--- src/rtl/cv32e40x_xif_aes_commit_ctrl.sv ---
// cv32e40x_xif_aes_commit_ctrl: tracks accepted AES32 instructions until commit/kill and gates FU results onto XIF.
// Optional flush input enabled by defining CV32E40X_XIF_AES_FLUSH_EN.
module cv32e40x_xif_aes_commit_ctrl #(
    parameter int X_ID_WIDTH = 4,
    parameter int DEPTH      = 4
) (
    input  logic                  clk_i,
    input  logic                  rst_i,
`ifdef CV32E40X_XIF_AES_FLUSH_EN
    input  logic                  flush_i,
`endif
    input  logic                  acc_valid_i,
    output logic                  acc_ready_o,
    input  logic [X_ID_WIDTH-1:0] acc_id_i,
    input  logic [4:0]            acc_rd_i,
    input  logic                  commit_valid_i,
    input  logic [X_ID_WIDTH-1:0] commit_id_i,
    input  logic                  commit_kill_i,
    input  logic                  fu_valid_i,
    output logic                  fu_ready_o,
    input  logic [X_ID_WIDTH-1:0] fu_id_i,
    input  logic [31:0]           fu_data_i,
    output logic                  result_valid_o,
    input  logic                  result_ready_i,
    output logic [X_ID_WIDTH-1:0] result_id_o,
    output logic [4:0]            result_rd_o,
    output logic [31:0]           result_data_o,
    output logic                  err_o
);
    localparam int PW = $clog2(DEPTH);
    typedef enum logic [1:0] {FREE, PEND, CMT, KILL} state_t;

    state_t                st  [DEPTH];
    logic [X_ID_WIDTH-1:0] ids [DEPTH];
    logic [4:0]            rds [DEPTH];
    logic [PW-1:0]         head, tail;
    logic [PW:0]           count;
    logic [1:0]            head_st;
    logic                  flush, commit_en, bypass, push, id_bad, out_free, release_h, load;

`ifdef CV32E40X_XIF_AES_FLUSH_EN
    assign flush = flush_i;
`else
    assign flush = 1'b0;
`endif

    // Head state as seen this cycle, including a same-cycle commit or flush
    assign commit_en   = commit_valid_i & !flush;
    assign bypass      = commit_en && st[head] == PEND && commit_id_i == ids[head];
    assign head_st     = (flush && st[head] == PEND) ? KILL :
                         bypass ? (commit_kill_i ? KILL : CMT) : st[head];
    assign id_bad      = fu_valid_i && (st[head] == FREE || fu_id_i != ids[head]);
    assign out_free    = !result_valid_o | result_ready_i;
    assign release_h   = fu_valid_i && !id_bad && (head_st == KILL || (head_st == CMT && out_free));
    assign load        = release_h && head_st == CMT;
    assign fu_ready_o  = !rst_i & (id_bad | release_h);
    assign acc_ready_o = !count[PW] & !flush;
    assign push        = acc_valid_i & acc_ready_o;

    always_ff @(posedge clk_i or posedge rst_i) begin
        if (rst_i) begin
            head           <= '0;
            tail           <= '0;
            count          <= '0;
            result_valid_o <= 1'b0;
            result_id_o    <= '0;
            result_rd_o    <= '0;
            result_data_o  <= '0;
            err_o          <= 1'b0;
            for (int i = 0; i < DEPTH; i++) begin
                st[i]  <= FREE;
                ids[i] <= '0;
                rds[i] <= '0;
            end
        end else begin
            err_o <= err_o | (acc_valid_i & count[PW]) | id_bad;
            for (int i = 0; i < DEPTH; i++) begin
                if (release_h && PW'(i) == head)
                    st[i] <= FREE;
                else if (st[i] == PEND && (flush || (commit_en && commit_id_i == ids[i])))
                    st[i] <= flush || commit_kill_i ? KILL : CMT;
                if (push && PW'(i) == tail) begin
                    ids[i] <= acc_id_i;
                    rds[i] <= acc_rd_i;
                    st[i]  <= PEND;
                end
            end
            head  <= head + PW'(release_h);
            tail  <= tail + PW'(push);
            count <= count + (PW+1)'(push) - (PW+1)'(release_h);
            if (load) begin
                result_valid_o <= 1'b1;
                result_id_o    <= ids[head];
                result_rd_o    <= rds[head];
                result_data_o  <= fu_data_i;
            end else if (result_ready_i) begin
                result_valid_o <= 1'b0;
            end
        end
    end
endmodule
--- config.mk ---
export PLATFORM = sky130hd
export DESIGN_NAME = cv32e40x_xif_aes_commit_ctrl
export DESIGN_NICKNAME = d
export VERILOG_FILES = /design/src/rtl/cv32e40x_xif_aes_commit_ctrl.sv
export SDC_FILE = /design/constraint.sdc
export NUM_CORES = 1
export LEC_CHECK = 0
export CAP_MARGIN = 0
export CORE_MARGIN = 2
export CORE_UTILIZATION = 30
export DETAILED_ROUTE_END_ITERATION = 6
export PLACE_DENSITY = 0.61
export SYNTH_ARGS = -nofsm -noshare
export SYNTH_HDL_FRONTEND = slang
export SYNTH_SLANG_ARGS = --single-unit
--- constraint.sdc ---
create_clock -name clk_i -period 3.7 [get_ports clk_i]
set_clock_uncertainty 0.2 [all_clocks]
set_input_delay 0.74 -clock clk_i [delete_from_list [all_inputs] [get_ports clk_i]]
set_output_delay 0.74 -clock clk_i [all_outputs]
set_load 0.05 [all_outputs]
### Yosys cells after proc, flatten, opt, wreduce, memory -nomap -nowiden

Index checks and enable logic that the tools add are counted.

* register bits: 94
* input port bits: 56
* output and inout port bits: 45
* word-level logic and storage cells: 114

* add/subtract/negate cells: 4
* magnitude comparators: 1
* equal/unequal tests: 19
* mux-type cells: 25
* bitwise gates (word level): 8
* reductions and logical operators: 37

Operators by type and width (count)
* $mux 2: 15
* $logic_and 1x1->1: 23
* $eq 4x4->1: 5
* $reduce_bool 3->1: 4
* $bmux 5 s2: 1
* $eq 2x1->1 const B: 5
* $mux 5: 2
* $bmux 4 s2: 1
* $eq 2x2->1 const A: 4
* $mux 4: 2
* $logic_not 2->1: 3
* $add 2x1->2: 2
* $bmux 2 s2: 1
* $eq 1x2->1 const A: 2
* $eq 2x2->1 const B: 2
* $logic_not 1->1: 4
* $ne 4x4->1: 1
* $or 1x1->1: 4
* $add 3x1->3: 1
* $and 1x1->1: 3
* $ge 3x3->1 const B: 1
* $mux 1: 3
* $not 2->3: 1
* $sub 3x1->3: 1
* other kinds (2): 3

### Depth between registers and ports, before layout

* depth in word-level cells: 15
* depth in mapped cells: 14
* mapped depth without buffers: 13

### Least setup slack after synthesis

OpenSTA, ideal clock, no wires.

* path type: register to output
* from: reg head[0]
* to: out fu_ready_o
* arrival time: 2591 ps
* data required time: 2760 ps
* setup slack: 169 ps
* stages on the path, launching flop included: 8
* buffers on the path: 1
* cells stage by stage: dfrtp_1 > buf_6 > mux4_2 > xnor2_1 > nand4_1 > o21bai_2 > o2111ai_2 > a21oi_1

* word-level cells in the longest chain between the ends: 14
* elaborated cells on any way between the ends: 25
* those cells by class: eq/ne (5); mux (7); bitwise (3); reduce/logical (10)

RTL lines
* from (decl): RTL line 36 `logic [PW-1:0] head, tail;`
* from (signal assigned): RTL line 88 `head <= head + PW'(release_h);`
* $not 2->3 (implied by the code) *: RTL line 49, 51, 52
* $bmux 2 s2: RTL line 49, 51, 52
* $mux 2 (implied by the code) (2 in series): RTL line 49, 51, 52
* $eq 2x1->1
* $logic_and 1x1->1 (2 in series): RTL line 49 `assign bypass = commit_en && st[head] == PEND && commit_id_i == ids[head];`
* $mux 2: RTL line 51 `bypass ? (commit_kill_i ? KILL : CMT) : st[head];`
* $eq 2x2->1: RTL line 54 `assign release_h = fu_valid_i && !id_bad && (head_st == KILL || (head_st == CMT && out_free));`
* $logic_and 1x1->1: RTL line 54
* $logic_or 1x1->1: RTL line 54
* $logic_and 1x1->1: RTL line 54
* $or 1x1->1 *: RTL line 56 `assign fu_ready_o = !rst_i & (id_bad | release_h);`
* $and 1x1->1 *: RTL line 56
* to (decl): RTL line 20 `output logic fu_ready_o,`

Every way passes the cells marked *; elsewhere a longest branch is shown, timed or not. The select of a mux whose other input is x is not followed.

### Final worst setup path

Same ends and word-level chain as after synthesis.

==> flow_metrics.env <==
export IMPL_drive_gt1_share_pct=32.7
export IMPL_place_hpwl_um=7420
export IMPL_ys_ff_latch=94
export IMPL_ys_flop_type="dfrtp_1"
export IMPL_place_area_um2=5790
export IMPL_place_gp_congestion=0.824
export IMPL_port_buffers=100
export IMPL_viasPerCell=4.69
export IMPL_status="complete, no violations"
export IMPL_synth_area_per_cell_um2=14.9
export IMPL_reg2reg_slack_ns=0.22
export IMPL_slowest_delay_ns=0.57
export IMPL_synth_top_cells_by_area="dfrtp_1, mux2_4, mux2_2, mux4_2, xnor2_1"
export IMPL_first_iter_violations=104
export IMPL_fp_dieW_um=126
export IMPL_synth_most_common_cell="dfrtp_1"
export IMPL_drc=0
export IMPL_crit_family="compound AO/OA/AOI/OAI gates"
export IMPL_min_path_type="flop to flop"
export IMPL_grt_pass1_vias=3090
export IMPL_yosys_area_top_type_share_pct=52.4
export IMPL_netlist_area_um2=4490
export IMPL_wl_per_cell_um=16.5
export IMPL_fin_crit_ns=3.58
export IMPL_overflow=0
export IMPL_yosys_top_cells_count="dfrtp_1, mux2_4, mux2_2"
export IMPL_arrival_ns=2.64
export IMPL_ios=101
export IMPL_start_kind="flop"
export IMPL_core_um2=14600
export IMPL_dr_pass1_iters=4
export IMPL_tightest_slew_ns=0.703
export IMPL_num_antenna_cells=0
export IMPL_leakage_nw=2.74
export IMPL_clk_path_buf_depth=2
export IMPL_path_class="flop to output port"
export IMPL_cts_tree="built"
export IMPL_die_y_um=126
export IMPL_netlist_instances=302
export IMPL_ys_types=40
export IMPL_crit_slowest_cell="mux4_2"
export IMPL_crit_buf_inv=2
export IMPL_ant_nets=0
export IMPL_required_ns=2.76
export IMPL_synthArstFlopShare_pct=100
export IMPL_final_area_um2=6140
export IMPL_synth_edf_count=0
export IMPL_yosysTopAreaCell="dfrtp_1"
export IMPL_vias=2854
export IMPL_cts_sinks=94
export IMPL_pwr_density_cell_nw_per_um2=831
export IMPL_antenna_found_initial=0
export IMPL_maxCapViolations=0
export IMPL_numCtsBuffers=9
export IMPL_synth_nets=363
export IMPL_clkTransAtPathRegs_ns=0.07
export IMPL_finalHoldViolCount=0
export IMPL_grtUsageTotal_pct=13.2
export IMPL_grt_max_degree=39
export IMPL_rsz0062_at_grt="yes"
export IMPL_pre_cts_ws_ns=-0.00935
export IMPL_start_util_pct=30.8
export IMPL_fin_crit_sh_pct=96.8
export IMPL_slew_headroom_pct=53.1
export IMPL_yosysSeqAreaShare_pct=52.4
export IMPL_ctsHtreeMaxLevel=3
export IMPL_root_buffer="clkbuf_16"
export IMPL_worstPathCellList="mux4_2 > xnor2_2 > nand4_1 > o31a_1 > o2111ai_2 > buf_6 > a21oi_4 > buf_12"
export IMPL_rows=44
export IMPL_die_area_um2=16000
export IMPL_insertion_delay_ns=0.34
export IMPL_finalSetupViolations=0
export IMPL_peakVddDrop_mv=0.261
export IMPL_drt_wl_total_um=10100
export IMPL_end_kind="output port"
export IMPL_syn_to_final_growth_pct=36.7
export IMPL_cp_max_fo=6
export IMPL_fmax_mhz=279
export IMPL_yosys_warnings=0
export IMPL_timing_final_ws_setup_ns=0.118
export IMPL_grt_pass1_wl_um=16500
export IMPL_drv_slew=0
export IMPL_fin_nets=481
## sequential cells by signal, summed over array words and instances (netlist names)
register	count
count	3
err_o	1
head	2
ids	16
rds	20
result_data_o	32
result_id_o	4
result_rd_o	5
result_valid_o	1
st	8
tail	2
## layout by cell type, fill, tap and decap left out, types with 2 or more instances in the layout
cell	synthesis	final
nor3_1	2	2
mux2_2	36	36
dfrtp_1	94	93
xnor2_1	24	21
buf_4	0	23
clkdlybuf4s50_1	0	99
clkbuf_8	0	3
or3_1	3	3
clkbuf_16	0	9
nand2_1	13	13
nor2_1	4	3
ha_1	4	4
mux2_4	40	40
inv_1	10	9
buf_12	4	2
xnor2_2	0	3
mux4_2	10	10
xor2_1	4	4
o221a_1	2	2
o31a_1	3	3
nand4_1	4	4
clkinv_2	0	3
nand2b_1	3	3
a21oi_1	3	2
nand3_1	4	4
o21ai_0	4	4
a2bb2oi_1	2	2
## kinds of logic after synthesis
kind of cell / count (synthesis) / synth area share [%]
buffers and inverters: 28 / 4.15
muxes: 88 / 28.3
adders and majority gates: 5 / 1.56
DFF: 94 / 52.4
xor gates and xnor gates: 28 / 5.46
AOI/OAI and AO/OA: 23 / 4.18
and+or+nand+nor: 36 / 4.01
## cell type report
| cell class | count | area [µm²] |
|---|---|---|
| clock inverter | 3 | 17.5 |
| timing repair buffer | 125 | 1210 |
| multi-input combinational | 180 | 2010 |
| sequential | 94 | 2350 |
| inverter | 10 | 38.8 |
| tap | 184 | 230 |
| clock buffer | 13 | 270 |
| fill | 1331 | 8450 |
## metal layers
metal | vias up | GRT usage [%] | wire (µm)
li1 | 1313 | - | -
met1 | 1439 | 17.7 | 4700
met2 | 87 | 20.7 | 4590
met3 | 15 | 3.25 | 571
met4 | 0 | 5.43 | 194
met5 | - | 0 | 0
## repair_timing
action	4_1_cts	5_1_grt
setup endpoints to repair	1	2
gates resized for setup	3	6
hold buffers	0	0
setup buffers	0	2
pin swaps	1	6
## stage by stage
step	cells	total power, mW	TNS, ns	hold slack, ns	util (%)
3_5_place_dp	591	4.19	-0.00935	0.273	39.7
2_1_floorplan	302	3.40	0	0.256	-
4_1_cts	607	5.11	0	0.288	41.7
5_1_grt	609	5.40	-0.00971	0.317	42.1
3_3_place_gp	591	4.14	0	0.265	39.7
6_report	609	5.10	0	0.280	42.1
## report_power, final
| group | internal [mW] | total, mW | switching, mW |
|---|---|---|---|
| clock network | 0.509 | 0.885 | 0.376 |
| logic | 1.24 | 2.45 | 1.21 |
| registers | 1.46 | 1.77 | 0.307 |
| total | 3.20 | 5.10 | 1.90 |
## path summary, 6_finish.rpt
check                                   start                 end  cells past startpoint
min in group asynchronous               rst_i   st[1]$_DFFE_PP0P_                      2
setup reg to reg            head[0]$_DFF_PP0_  count[2]$_DFF_PP0_                     13
setup / recovery            head[0]$_DFF_PP0_          fu_ready_o                      8
hold reg to reg            count[0]$_DFF_PP0_  count[0]$_DFF_PP0_                      1
hold / removal             count[0]$_DFF_PP0_  count[0]$_DFF_PP0_                      1
max in group asynchronous               rst_i  rds[2]$_DFFE_PP0P_                      3
No activity file was read; power rests on OpenSTA's default activity.
